==> config.mk <==
export PLATFORM = sky130hd
export DESIGN_NAME = floo_ring_on_mesh_mcast_injector
export DESIGN_NICKNAME = d
export VERILOG_FILES = /design/src/rtl/floo_pkg.sv /design/src/rtl/floo_rom_mcast_dst_calc.sv /design/src/rtl/floo_ring_on_mesh_mcast_injector.sv
export SDC_FILE = /design/constraint.sdc
export NUM_CORES = 1
export LEC_CHECK = 0
export BUFFER_PORTS_ARGS = -buffer_cell sky130_fd_sc_hd__buf_2
export CELL_PAD_IN_SITES_DETAIL_PLACEMENT = 2
export CELL_PAD_IN_SITES_GLOBAL_PLACEMENT = 2
export CORE_AREA = 2 2 250 129
export CTS_BUF_LIST = sky130_fd_sc_hd__clkbuf_4 sky130_fd_sc_hd__clkbuf_8
export DETAILED_ROUTE_END_ITERATION = 12
export DIE_AREA = 0 0 252 131
export PLACE_DENSITY = 0.95
export SYNTH_ARGS = -nofsm -noshare
export SYNTH_HDL_FRONTEND = slang
export SYNTH_HIERARCHICAL = 1
export SYNTH_SLANG_ARGS = --single-unit
==> constraint.sdc <==
create_clock -name clk_i -period 12.7 [get_ports clk_i]
set_clock_uncertainty 0.05 [all_clocks]
set_input_delay 0.635 -clock clk_i [delete_from_list [all_inputs] [get_ports clk_i]]
set_output_delay 0.635 -clock clk_i [all_outputs]
set_load 0.03 [all_outputs]
==> src/rtl/floo_pkg.sv <==
// rtl/floo_pkg.sv - types, states and direction helper for the ring-on-mesh multicast injector
package floo_pkg;

    localparam int NumRingNodes = 8;
    localparam int IdWidth      = $clog2(NumRingNodes);

    typedef logic [IdWidth-1:0]      id_t;
    typedef logic [NumRingNodes-1:0] mask_t;

    typedef struct packed {
        id_t   dst_id;
        logic  last;
        logic  ring_on_mesh_mcast;
        logic  up_down_traffic;
        mask_t ring_on_mesh_dst_mask;
    } hdr_t;

    typedef struct packed {
        hdr_t        hdr;
        logic [31:0] payload;
    } flit_t;

    typedef enum logic [2:0] {
        IDLE,
        PASS,
        FIRST,
        REPLAY,
        DROP
    } rom_mcast_state_e;

    typedef struct packed {
        logic has_up;
        id_t  up_dst;
        logic has_down;
        id_t  down_dst;
    } rom_mcast_dirs_t;

    // Farthest target on each side of own; own bit never counts as a target.
    function automatic rom_mcast_dirs_t rom_mcast_dirs(input mask_t mask, input id_t own);
        rom_mcast_dirs_t d;
        d = '0;
        for (int i = 0; i < NumRingNodes; i++) begin
            if (mask[i] && i > int'(own)) begin
                d.has_up = 1'b1;
                d.up_dst = id_t'(i);
            end
        end
        for (int i = NumRingNodes - 1; i >= 0; i--) begin
            if (mask[i] && i < int'(own)) begin
                d.has_down = 1'b1;
                d.down_dst = id_t'(i);
            end
        end
        return d;
    endfunction

endpackage

==> src/rtl/floo_rom_mcast_dst_calc.sv <==
// rtl/floo_rom_mcast_dst_calc.sv - leading/trailing-one finder above and below own ring id
module floo_rom_mcast_dst_calc
    import floo_pkg::*;
(
    input  mask_t           mask_i,
    input  id_t             own_i,
    output rom_mcast_dirs_t dirs_o
);

    assign dirs_o = rom_mcast_dirs(mask_i, own_i);

endmodule

==> src/rtl/floo_ring_on_mesh_mcast_injector.sv <==
// rtl/floo_ring_on_mesh_mcast_injector.sv - splits multicast bursts into UP/DOWN copies; FLOO_ROM_MCAST_STATS_EN adds copy counter
module floo_ring_on_mesh_mcast_injector
    import floo_pkg::*;
#(
    parameter int unsigned MaxBurstLen = 8
) (
    input  logic        clk_i,
    input  logic        rst_i,
    input  id_t         ring_on_mesh_id_i,
    input  logic        valid_i,
    output logic        ready_o,
    input  flit_t       channel_i,
    output logic        valid_o,
    input  logic        ready_i,
    output flit_t       channel_o,
    output logic        err_o,
    output logic [31:0] stats_o
);

    localparam int unsigned AW = (MaxBurstLen > 1) ? $clog2(MaxBurstLen) : 1;
    localparam int unsigned CW = $clog2(MaxBurstLen + 1);

    rom_mcast_state_e state_q, state_d, mode;
    rom_mcast_dirs_t  dirs_in, dirs_q, dirs_d, dirs;
    logic [CW-1:0]    cnt_q, cnt_d;
    logic [AW-1:0]    wr_ptr_q, wr_ptr_d, rd_ptr_q, rd_ptr_d;
    flit_t            buf_q [MaxBurstLen];
    logic             is_idle, both, full, rd_last, buf_we, in_hs, out_hs;

    floo_rom_mcast_dst_calc i_dst_calc (
        .mask_i (channel_i.hdr.ring_on_mesh_dst_mask),
        .own_i  (ring_on_mesh_id_i),
        .dirs_o (dirs_in)
    );

    // The head flit is classified live so it can cut through in the same cycle.
    always_comb begin
        is_idle = (state_q == IDLE);
        dirs    = is_idle ? dirs_in : dirs_q;
        both    = dirs.has_up && dirs.has_down;
        full    = (cnt_q == CW'(MaxBurstLen));
        rd_last = (CW'(rd_ptr_q) == cnt_q - CW'(1));
        mode    = state_q;
        if (is_idle && valid_i) begin
            if (!channel_i.hdr.ring_on_mesh_mcast) begin
                mode = PASS;
            end else if (channel_i.hdr.ring_on_mesh_dst_mask == '0) begin
                mode = DROP;
            end else begin
                mode = FIRST;
            end
        end
        valid_o   = 1'b0;
        ready_o   = 1'b0;
        err_o     = 1'b0;
        channel_o = channel_i;
        case (mode)
            PASS: begin
                valid_o = valid_i;
                ready_o = ready_i;
            end
            FIRST: begin
                valid_o = valid_i;
                ready_o = ready_i;
                channel_o.hdr.up_down_traffic = dirs.has_up || !dirs.has_down;
                channel_o.hdr.dst_id = dirs.has_up   ? dirs.up_dst   :
                                       dirs.has_down ? dirs.down_dst : ring_on_mesh_id_i;
                err_o = valid_i && ready_i && full;
            end
            DROP: begin
                ready_o = 1'b1;
                err_o   = is_idle && valid_i;
            end
            REPLAY: begin
                valid_o   = 1'b1;
                channel_o = buf_q[rd_ptr_q];
                channel_o.hdr.up_down_traffic = 1'b0;
                channel_o.hdr.dst_id          = dirs_q.down_dst;
                channel_o.hdr.ring_on_mesh_dst_mask[ring_on_mesh_id_i] = 1'b0;
                channel_o.hdr.last            = rd_last;
            end
            default: ;
        endcase
        if (rst_i) begin
            valid_o = 1'b0;
            ready_o = 1'b0;
            err_o   = 1'b0;
        end
    end

    assign in_hs  = valid_i && ready_o;
    assign out_hs = valid_o && ready_i;

    always_comb begin
        state_d  = state_q;
        dirs_d   = dirs_q;
        cnt_d    = cnt_q;
        wr_ptr_d = wr_ptr_q;
        rd_ptr_d = rd_ptr_q;
        buf_we   = 1'b0;
        case (mode)
            PASS, DROP: begin
                if (in_hs) state_d = channel_i.hdr.last ? IDLE : mode;
            end
            FIRST: begin
                if (in_hs) begin
                    dirs_d = dirs;
                    buf_we = both && !full;
                    if (buf_we) wr_ptr_d = (wr_ptr_q == AW'(MaxBurstLen - 1)) ? '0 : wr_ptr_q + AW'(1);
                    if (!full) cnt_d = cnt_q + CW'(1);
                    state_d = FIRST;
                    if (channel_i.hdr.last) begin
                        state_d = both ? REPLAY : IDLE;
                        if (!both) begin
                            cnt_d    = '0;
                            wr_ptr_d = '0;
                        end
                    end
                end
            end
            REPLAY: begin
                if (out_hs) begin
                    rd_ptr_d = (rd_ptr_q == AW'(MaxBurstLen - 1)) ? '0 : rd_ptr_q + AW'(1);
                    if (rd_last) begin
                        state_d  = IDLE;
                        cnt_d    = '0;
                        wr_ptr_d = '0;
                        rd_ptr_d = '0;
                    end
                end
            end
            default: ;
        endcase
    end

    always_ff @(posedge clk_i) begin
        if (rst_i) begin
            state_q  <= IDLE;
            dirs_q   <= '0;
            cnt_q    <= '0;
            wr_ptr_q <= '0;
            rd_ptr_q <= '0;
        end else begin
            state_q  <= state_d;
            dirs_q   <= dirs_d;
            cnt_q    <= cnt_d;
            wr_ptr_q <= wr_ptr_d;
            rd_ptr_q <= rd_ptr_d;
        end
    end

    always_ff @(posedge clk_i) begin
        if (buf_we) buf_q[wr_ptr_q] <= channel_i;
    end

`ifdef FLOO_ROM_MCAST_STATS_EN
    logic [31:0] stats_q;
    logic        copy_head;

    assign copy_head = (is_idle && mode == FIRST && in_hs) ||
                       (state_q == REPLAY && rd_ptr_q == '0 && out_hs);

    always_ff @(posedge clk_i) begin
        if (rst_i) begin
            stats_q <= '0;
        end else if (copy_head && stats_q != '1) begin
            stats_q <= stats_q + 32'd1;
        end
    end

    assign stats_o = stats_q;
`else
    assign stats_o = '0;
`endif

endmodule

======== Yosys cells after proc, flatten, opt, wreduce, memory -nomap -nowiden ========
Memories as Yosys holds them, arrays and structs flattened. A register that Yosys moved wholly into a read port is not among the register bits.
Cells that the tools add are included.
word-level totals
  bits in registers ....................... 21
  memory bits (writable) .................. 368
  input bits .............................. 53
  output and inout bits ................... 81
  word-level logic and storage cells ...... 139
  memories ................................ 1
memories
  memory  words  bits a word  rd ports  clocked after Yosys merged registers in  write ports  line                                    text
  buf_q   8      46           1         1                                        1            floo_ring_on_mesh_mcast_injector.sv:27  flit_t buf_q [MaxBurstLen];
operators by class
  $add $sub $neg .......................... 4
  $lt $le $gt $ge ......................... 16
  equality and inequality tests ........... 12
  multiplexer cells ....................... 61
  bitwise logic cells ..................... 2
  reduce and logical (&&, ||, !) cells .... 35
operator list
  cell                                                       number
  2-to-1 mux 4 bit                                           20
  2-to-1 mux 3 bit                                           19
  2-to-1 mux 40 bit                                          1
  logical AND 1 bit                                          22
  > comparator 3 bit, first input constant                   4
  one-hot mux 3 bit (2 select lines)                         2
  equality test 3 bit, second input constant                 3
  less-than comparator 3 bit, first input constant           3
  one-hot mux 3 bit (3 select lines)                         1
  bitwise AND 8 bit                                          1
  zero test 8 bit                                            1
  2-to-1 mux 1 bit                                           8
  2-to-1 mux 8 bit                                           1
  != test 2 bit, second input constant                       4
  NOT 8 bit                                                  1
  one-hot mux 1 bit (2 select lines)                         4
  one-hot mux 4 bit (2 select lines)                         1
  adder 3 x 1 -> 3 bit, second input constant                2
  equality test 3 x 2 -> 1 bit, second input constant        2
  > comparator 2 x 3 -> 1 bit, first input constant          2
  less-than comparator 1 x 3 -> 1 bit, first input constant  2
  less-than comparator 2 x 3 -> 1 bit, first input constant  2
  2-to-1 mux 2 bit                                           3
  AND reduction 5 bit                                        1
  other kinds (17)                                           20

======== Longest topological paths before layout ========
  depth after elaboration ................. 17
  mapped depth ............................ 10
  gate-level depth less buffers ........... 9

======== Modules after synthesis ========
Netlist, hierarchy kept.
by module, submodules not included
  module                            times used  cells an instance  area an instance (sq um)  sequential area each (sq um)
  floo_ring_on_mesh_mcast_injector  1           851                14934.3                   10329.9
  floo_rom_mcast_dst_calc           1           46                 245.2                     0.0

======== Worst setup path before layout ========
OpenSTA, ideal clock, no wires.
  kind .................................... input-to-reg
  start ................................... input port ring_on_mesh_id_i[1]
  end ..................................... memory buf_q[0][0] (netlist bit), enable pin
  setup time .............................. 0.490 ns
  arrival time ............................ 5.057 ns
  required time ........................... 12.160 ns
  slack ................................... 7.103 ns
  stages .................................. 9
  path buffers ............................ 1
  cells stage by stage .................... buf_4 inv_2 a21oi_1 o221a_2 o21ai_0 a31oi_4 nor2_1 nand4b_1 nor3_1
RTL lines
  what             line                                    text
  start, declared  floo_ring_on_mesh_mcast_injector.sv:9   input id_t ring_on_mesh_id_i,
  end, declared    floo_ring_on_mesh_mcast_injector.sv:27

==> metrics <==
Critical Path RT 12.90 ns; dpl ws 7.639 ns; status finished, final reports clean; post-CTS setup buffer count 0; drt total wl 52.34 mm; warnings from Yosys 6; Crit Path Category input port to flip-flop; final net count 1074; Setup TNS Final 0 ns; crit share post-route 36.65%; H-tree level count 2; metal3 WL 4.001 mm; overflow left after global routing 0; EDFF count, synth 328; vias in the first global route 10120; Synth Flop Type edfxtp_1; initial core utilization 49.02%; CP peak stage delay 0.90 ns; core area 0.03096 sq mm; largest net degree at the start of global routing 89; Avg Synthesized Cell Area 16.92 sq um; Num Clock Sinks 352; Least-Margin Pin Slew 1.173 ns; sequential share of the synthesized area 68.05%; met1 WL 20.65 mm; Hold Crit Start channel_i[14]; XOR/XNOR Fraction of Synth Area 0.2308%; ANT nets after route 0; Reg area 0.01034 sq mm; post-synthesis register bit count 352; Logic pwr share 6.0%; CP endpoint kind flip-flop; DP HPWL 31.07 mm; TritonCTS Buffers 52; Multi-input gate area 0.004519 sq mm; largest family of logic cells by synthesized area multiplexers; hold buffers post-CTS 0; first-pass GRT wire length 75.35 mm; Async SR Flop Fraction 0%; Switching Share 25.90%; uppermost routed layer met4; most instantiated library cell after synthesis edfxtp_1; # fillers 2729; Hold Violations, Final 0; sequential share of power 54.4%; RSZ-0062 raised after global routing no; power per cell area 137.7 mW/mm^2; Slew Viols, Final 0; crit-path cells buf_2 > inv_2 > a21oi_1 > o221a_2 > o21ai_0 > a31oi_4 > nor2_1 > nand4b_1 > nor2_4 > buf_4; Synth Area in Adders 0.5687%; WL met2 25.54 mm; max cap viols 0; Psw 605.9 uW; cells after synthesis 897; vias per cell 6.563; Finish-stage setup viols 0; 1st-pass router iterations 5; Starting DRT DRC Count 1129; Simple-Gate Fraction of Synth Area 6.215%; CTS tree done; post-synthesis compound-gate area fraction 6.017%; Die X 252 um; CP Launch Type input port; Tot GR Track Use 32.12%; Cell Rows 46; Ports 134; commonest cells in the netlist 328 x edfxtp_1, 82 x mux4_2, 74 x nand2_1; synth-to-layout area growth 11.89%; slowest stage cell, crit path o21ai_0; Skew-Pair Late Insertion Delay 0.62 ns; port bufs 101; vias 9635; Root Driver clkbuf_8; post-synth top area cell edfxtp_1; Cell Area, Synth 0.01518 sq mm; Synth top area share 64.89%; Arr. time, crit path 4.85 ns; die height 131 um; post-CTS sizing 0; VDD IR-drop max 0.08706 mV; Crit. Startpoint ring_on_mesh_id_i[1]; Hold WS 0.2854 ns; Distinct cells, synth 75; CTS max path bufs 3; clock-pin transition on the worst setup and hold timing paths 0.07 ns; drt wl/cell 35.66 um; DRC viols 0; Slew headroom 20.97%; GPL Wtd Cong 0.8488; Clk network pwr share 39.6%; Pint 1734 uW; mux cell area share after synthesis 15.54%; leak pwr 0.005511 uW; initial antenna violation count 1; WP buf/inv 3; setup slack after layout 8.046 ns; layout cells sized above 1 29.56%; Tmin final 4.654 ns; synth top area cells edfxtp_1 65%, mux4_2 12%, dfxtp_1 3.2%; RR Startpoint state_q[2]; Crit Path Max Fanout 22; Max Freq 214.9 MHz; delay-heaviest family, CP compound AO/OA/AOI/OAI gates; HP Class input port to flip-flop; Die Area 0.03301 sq mm
==> state kept, by name, indices dropped and copies added, names as in the netlist, named ones only <==
register / flops
buf_q: 328
cnt_q: 4
dirs_q: 8
rd_ptr_q: 3
state_q: 3
wr_ptr_q: 3
==> metrics by stage <==
step	power, uW	instance area, sq um	std cells	util, %
floorplan	1377	15300	928	-
global placement	1414	16010	1369	51.69
detailed placement	1429	16010	1369	51.69
CTS	2341	16980	1467	54.84
global route	2391	16980	1467	54.84
finish	2339	16980	1468	54.85
==> area by class of cell <==
cell class | instances | share of cell area (%)
Tap cell | 408 | 3.006
Multi-Input combinational cell | 484 | 26.61
Sequential cell | 352 | 60.87
Antenna cell | 1 | 0.01473
Clock inverter | 31 | 0.7956
Inverter | 13 | 0.2873
Timing Repair Buffer | 112 | 3.462
Clock buffer | 67 | 4.951
==> path summary, 6_finish.rpt <==
path	end	slack (ns)	cells after the start
setup / recovery	buf_q[4][6]	8.05	10
hold reg to reg	dirs_q[6]	0.49	2
setup reg to reg	buf_q[4][6]	8.62	6
hold / removal	buf_q[2][14]	0.29	1
==> power groups by stage <==
| stage | Sequential [uW] | Combinational, uW | Clock (uW) |
|---|---|---|---|
| after CTS | 1270 | 137 | 933 |
| final | 1270 | 141 | 927 |
| after floorplan | 1300 | 81.2 | 0 |
| after global placement | 1300 | 118 | 0 |
| after detailed placement | 1300 | 132 | 0 |
| after global routing | 1270 | 146 | 974 |
==> logic make-up after synthesis <==
| family | after synthesis |
|---|---|
| compound gates | 131 |
| xor+xnor | 4 |
| fa+ha+maj | 7 |
| buf+inv | 92 |
| flops | 352 |
| mux | 130 |
| other cells | 1 |
| simple gates | 180 |
==> layout by cell type, fill, tap and decap left out, types with 4 or more instances in the layout <==
cell type and n:
mux4_2 82, o32ai_1 5, and3_1 5, conb_1 32, edfxtp_1 328, buf_2 101
nand2b_1 7, nand2_1 73, a21oi_1 18, o31ai_1 10, clkbuf_4 13, inv_1 10
nor2_1 20, ha_1 6, a211oi_1 6, nand4_1 10, mux2_4 6, buf_4 11
mux2i_1 41, o21ai_0 44, clkinv_1 21, clkinv_2 9, nor2_4 6, nand3_1 11
clkbuf_8 54, o22ai_1 6, nor2b_1 8, dfxtp_1 21, nor3_1 10, o211ai_1 4
==> layer usage <==
metal | global-route usage, % | vias to the layer above
met5 | 0 | -
li1 | - | 3800
met4 | 12.95 | 0
met2 | 53.64 | 609
met3 | 6.082 | 168
met1 | 42.45 | 5058
No activity file was read; power rests on OpenSTA's default activity.
